`config.mk`:
```
export PLATFORM = sky130hd
export DESIGN_NAME = aud_recorder
export DESIGN_NICKNAME = d
export VERILOG_FILES = /design/src/rtl/aud_recorder.sv
export SDC_FILE = /design/constraint.sdc
export NUM_CORES = 1
export LEC_CHECK = 0
export ABC_AREA = 0
export CORE_MARGIN = 2
export CORE_UTILIZATION = 56
export DETAILED_ROUTE_END_ITERATION = 8
export PLACE_DENSITY = 0.83
export SKIP_LAST_GASP = 1
export SYNTH_ARGS = -nofsm -noshare
export SYNTH_HDL_FRONTEND = slang
export SYNTH_SLANG_ARGS = --single-unit
```
`constraint.sdc`:
```
create_clock -name i_clk -period 5.4 [get_ports i_clk]
set_input_delay 0.81 -clock i_clk [delete_from_list [all_inputs] [get_ports i_clk]]
set_output_delay 0.81 -clock i_clk [all_outputs]
set_load 0.01 [all_outputs]
```
`src/rtl/aud_recorder.sv`:
```
// Codec ADC record path: captures 16-bit left-channel I2S samples in the BCLK
// domain and writes them to consecutive SRAM words starting at address 0.
module aud_recorder #(
    parameter logic [19:0] P_LAST_ADDR = 20'hFFFFF,
    parameter int          P_BITS      = 16
) (
    input  logic        i_clk,
    input  logic        i_rst_n,
    input  logic        i_start,
    input  logic        i_pause,
    input  logic        i_stop,
    input  logic        i_lrc,
    input  logic        i_adc_dat,
    output logic [19:0] o_sram_addr,
    output logic [15:0] o_sram_data,
    output logic        o_sram_we_n,
    output logic [20:0] o_rec_len,
    output logic        o_busy,
    output logic        o_full
);

    // state   | meaning
    // S_IDLE  | not recording
    // S_WAIT  | armed, waiting for the left-channel LRC fall
    // S_SHIFT | shifting in one sample, MSB first
    // S_WRITE | single-cycle SRAM write of the captured sample
    // S_PAUSE | recording suspended, address and length held
    localparam logic [2:0] S_IDLE  = 3'd0;
    localparam logic [2:0] S_WAIT  = 3'd1;
    localparam logic [2:0] S_SHIFT = 3'd2;
    localparam logic [2:0] S_WRITE = 3'd3;
    localparam logic [2:0] S_PAUSE = 3'd4;

    localparam logic [4:0] L_LAST_BIT = 5'(P_BITS - 1);

    logic [2:0]        state_q, state_d;
    logic              lrc_q, lrc_d;
    logic [P_BITS-1:0] shift_q, shift_d;
    logic [4:0]        bit_cnt_q, bit_cnt_d;
    logic [19:0]       addr_q, addr_d;
    logic [15:0]       data_q, data_d;
    logic [20:0]       rec_len_q, rec_len_d;
    logic              full_q, full_d;
    logic              lrc_fall;

    assign lrc_fall = lrc_q & ~i_lrc;

    always_comb begin
        state_d   = state_q;
        lrc_d     = i_lrc;
        shift_d   = shift_q;
        bit_cnt_d = bit_cnt_q;
        addr_d    = addr_q;
        data_d    = data_q;
        rec_len_d = rec_len_q;
        full_d    = full_q;

        case (state_q)
            S_IDLE: begin
                if (i_start && !i_stop) begin
                    addr_d    = 20'd0;
                    rec_len_d = 21'd0;
                    full_d    = 1'b0;
                    state_d   = S_WAIT;
                end
            end
            S_WAIT: begin
                if (i_stop) begin
                    state_d = S_IDLE;
                end else if (i_pause) begin
                    state_d = S_PAUSE;
                end else if (lrc_fall) begin
                    bit_cnt_d = 5'd0;
                    state_d   = S_SHIFT;
                end
            end
            S_SHIFT: begin
                if (i_stop) begin
                    state_d = S_IDLE;
                end else if (i_pause) begin
                    state_d = S_PAUSE;
                end else begin
                    shift_d   = {shift_q[P_BITS-2:0], i_adc_dat};
                    bit_cnt_d = bit_cnt_q + 5'd1;
                    if (bit_cnt_q == L_LAST_BIT) begin
                        data_d  = shift_d;
                        state_d = S_WRITE;
                    end
                end
            end
            S_WRITE: begin
                // The write always completes, even when stop/pause arrive now.
                rec_len_d = 21'(addr_q) + 21'd1;
                if (addr_q == P_LAST_ADDR) begin
                    full_d  = 1'b1;
                    state_d = S_IDLE;
                end else begin
                    addr_d = addr_q + 20'd1;
                    if (i_stop) begin
                        state_d = S_IDLE;
                    end else if (i_pause) begin
                        state_d = S_PAUSE;
                    end else begin
                        state_d = S_WAIT;
                    end
                end
            end
            S_PAUSE: begin
                if (i_stop) begin
                    state_d = S_IDLE;
                end else if (i_start) begin
                    state_d = S_WAIT;
                end
            end
            default: begin
                state_d = S_IDLE;
            end
        endcase
    end

    always_ff @(posedge i_clk or negedge i_rst_n) begin
        if (!i_rst_n) begin
            state_q   <= S_IDLE;
            lrc_q     <= 1'b1;
            shift_q   <= '0;
            bit_cnt_q <= 5'd0;
            addr_q    <= 20'd0;
            data_q    <= 16'd0;
            rec_len_q <= 21'd0;
            full_q    <= 1'b0;
        end else begin
            state_q   <= state_d;
            lrc_q     <= lrc_d;
            shift_q   <= shift_d;
            bit_cnt_q <= bit_cnt_d;
            addr_q    <= addr_d;
            data_q    <= data_d;
            rec_len_q <= rec_len_d;
            full_q    <= full_d;
        end
    end

    // Decoded from state so an async reset releases the write strobe at once.
    assign o_sram_we_n = (state_q != S_WRITE);
    assign o_busy      = (state_q != S_IDLE);
    assign o_sram_addr = addr_q;
    assign o_sram_data = data_q;
    assign o_rec_len   = rec_len_q;
    assign o_full      = full_q;

endmodule

```
==> flow_metrics.py <==
metrics = {
    "run_status": {
        "outcome": "finished, final reports clean",
    },
    "sta": {
        "max_slew_margin": 0.322,
        "finalHoldViolations": 0,
        "period_needed_ns": 3.12,
        "hold_slack_ns": 0.481,
        "fmax_mhz": 320,
        "slew_viol_final": 0,
        "period_share": 0.578,
        "rsz0062_at_grt": "false",
        "tightest_slew_ns": 1.02,
        "setup_tns_ns": 0,
        "fin_skew_ns": 0.00814,
        "setup_viol": 0,
    },
    "grt": {
        "grt_start_max_net_pins": 83,
        "grt_pass1_vias": 2948,
        "grt-ovfl-total": 0,
        "track_usage": 0.241,
        "grt_pass1_wl_um": 14100,
        "antenna_found_initial": 0,
    },
    "setup_path": {
        "cp.arrival_ns": 3.36,
        "crit_fanout": 12,
        "start_kind": "input port",
        "rr_worst_depth": 5,
        "crit_type": "in -> reg",
        "crit_required_ns": 5.63,
        "crit_path_end_kind": "flop",
    },
    "finish": {
        "n_antenna_cell": 0,
        "synthToLayoutAreaGrowth_pct": 22.0,
        "layout-drive-gt1-share": 0.100,
        "fillers": 509,
        "ff_latch_area_um2": 2050,
        "layout.nets": 444,
        "multi_input_area_um2": 1600,
    },
    "cts": {
        "cts-root-buf": "clkbuf_8",
        "insertion_delay_ns": 0.36,
        "cts-htree-levels": 3,
        "cts_buffer_depth": 2,
        "clkSinkCount": 82,
        "cts_buffers": 9,
        "cts_hold_repair.buffers": 0,
        "clk_pin_slew_ns": 0.09,
        "postCtsSetupBuffers": 0,
        "cts_resized": 0,
        "cts_tree": "yes",
    },
    "logic_synthesis": {
        "synth-main-ff-cell": "dfrtp_1",
        "synth_fp_nets": 386,
        "yosysSeqAreaShare": 0.541,
        "ys_warn_count": 0,
        "yosys.cell_types.count": 52,
        "ys_ff_latch": 82,
        "synth.area.top_cells": "dfrtp_1 53%, nand2_1 8.4%, mux2_2 4.2%",
        "syn_inst": 376,
        "synth_common_cells": "85 x nand2_1, 81 x dfrtp_1, 31 x o21ai_0",
        "synth_top_area_share": 0.534,
        "syn_area_per_cell_um2": 10.1,
        "synth_top_area_cell": "dfrtp_1",
        "netlist_area_um2": 3790,
        "synth_enable_flop_cells": 0,
        "synth.most_common_cell": "nand2_1",
        "async_flop_share": 1.00,
    },
    "worst_hold_path": {
        "min_path_cells": 1,
        "min_path_type": "reg -> reg",
    },
    "power_and_ir_drop": {
        "powerDensity_nw_per_um2": 265,
        "p_leak_nw": 2.06,
        "irDropWorstVdd_v": 0.000166,
    },
    "floorplanning": {
        "core_area_um2": 6460,
        "row_count": 29,
        "initial_core_util": 0.587,
        "die_y_um": 86.3,
        "dieArea_um2": 7450,
        "pin_count": 67,
        "die_w_um": 86.3,
    },
    "placement": {
        "hpwl_um": 5650,
        "place_congestion": 0.837,
        "port_buffers": 66,
    },
    "route": {
        "drt_iter0_drc": 222,
        "first_pass_iters": 4,
        "wl_per_cell_um": 16.4,
        "via_count": 3057,
        "wl_um": 8480,
        "avgViaCountPerCell": 5.92,
        "postRouteAntennaNets": 0,
        "drc": 0,
    },
    "flow_run": {
        "max_cap_violations": 0,
    },
}
==> cells by family after synthesis <==
kind of cell             Yosys count  synth area share
multiplexers                      16            0.0475
adder cells (fa/ha/maj)            3           0.00990
AO/OA/AOI/OAI                     82             0.137
XOR/XNOR                          18            0.0416
buffers and inverters             28            0.0366
flip-flops                        82             0.541
AND/OR/NAND/NOR                  147             0.186
==> registers in the layout, summed over array words and instances (netlist names) <==
signal / count
shift_q: 15
o_sram_addr: 20
o_rec_len: 21
o_sram_data: 16
lrc_q: 1
state_q: 3
o_full: 1
bit_cnt_q: 5
==> cell usage in the layout, fill, tap and decap left out, types with 4 or more instances in the layout <==
cell	Yosys	final
dfrtp_1	81	81
nor2_1	12	12
and3_1	5	5
mux2_2	14	14
inv_1	6	6
a21oi_1	13	13
nand2_1	85	85
xnor2_1	10	10
nor3_1	6	6
a21o_1	5	5
xor2_1	8	8
o31ai_1	8	8
o21ai_0	31	31
a31oi_1	4	4
clkdlybuf4s50_1	0	65
clkbuf_8	0	9
nand4_1	4	4
nand3_1	14	14
o311ai_1	6	6
==> worst max-delay path, stage by stage <==
cell	delay, ns
clkdlybuf4s50_1	0.48
or4b_4	0.52
a21oi_1	0.82
nand2_1	0.40
o311ai_1	0.19
o31ai_1	0.13
==> per-layer routing <==
| layer | routed length, um | share of wire | vias up | global-route usage |
|---|---|---|---|---|
| li1 | - | - | 1434 | - |
| met1 | 3800 | 0.45 | 1487 | 0.325 |
| met2 | 4030 | 0.48 | 118 | 0.384 |
| met3 | 435 | 0.051 | 18 | 0.0390 |
| met4 | 215 | 0.025 | 0 | 0.114 |
| met5 | 0 | 0 | - | 0 |
==> report_power, final <==
group / internal (mW) / switching (mW)
registers: 0.639 / 0.0330
logic: 0.0589 / 0.0832
clock network: 0.170 / 0.240
total: 0.868 / 0.356
==> area by class of cell <==
class / instances / area share
sequential: 82 / 0.444
multi-input combinational: 266 / 0.346
timing repair buffer: 68 / 0.145
clock buffer: 9 / 0.0268
tap: 77 / 0.0208
clock inverter: 7 / 0.0116
inverter: 7 / 0.00568
==> final timing paths <==
kind,startpoint,to,slack (ns)
setup / recovery,i_stop,o_sram_addr[13],2.28
hold / removal,bit_cnt_q[3],bit_cnt_q[3],0.48
setup reg to reg,state_q[1],o_sram_addr[13],2.67
hold reg to reg,bit_cnt_q[3],bit_cnt_q[3],0.48
max in group asynchronous,i_rst_n,shift_q[4],4.15
min in group asynchronous,i_rst_n,o_sram_data[0],0.61
==> metrics by stage <==
stage	setup slack, ns	cell area [um^2]	utilization	power, mW	std cells
after floorplan	3.21	3790	-	0.771	376
after global placement	1.98	4450	0.689	0.818	500
after detailed placement	1.90	4450	0.689	0.827	500
after CTS	2.28	4630	0.716	1.23	516
after global routing	2.17	4630	0.716	1.28	516
final	2.28	4630	0.716	1.22	516
Note: power is estimated with default switching activity, not from simulation.
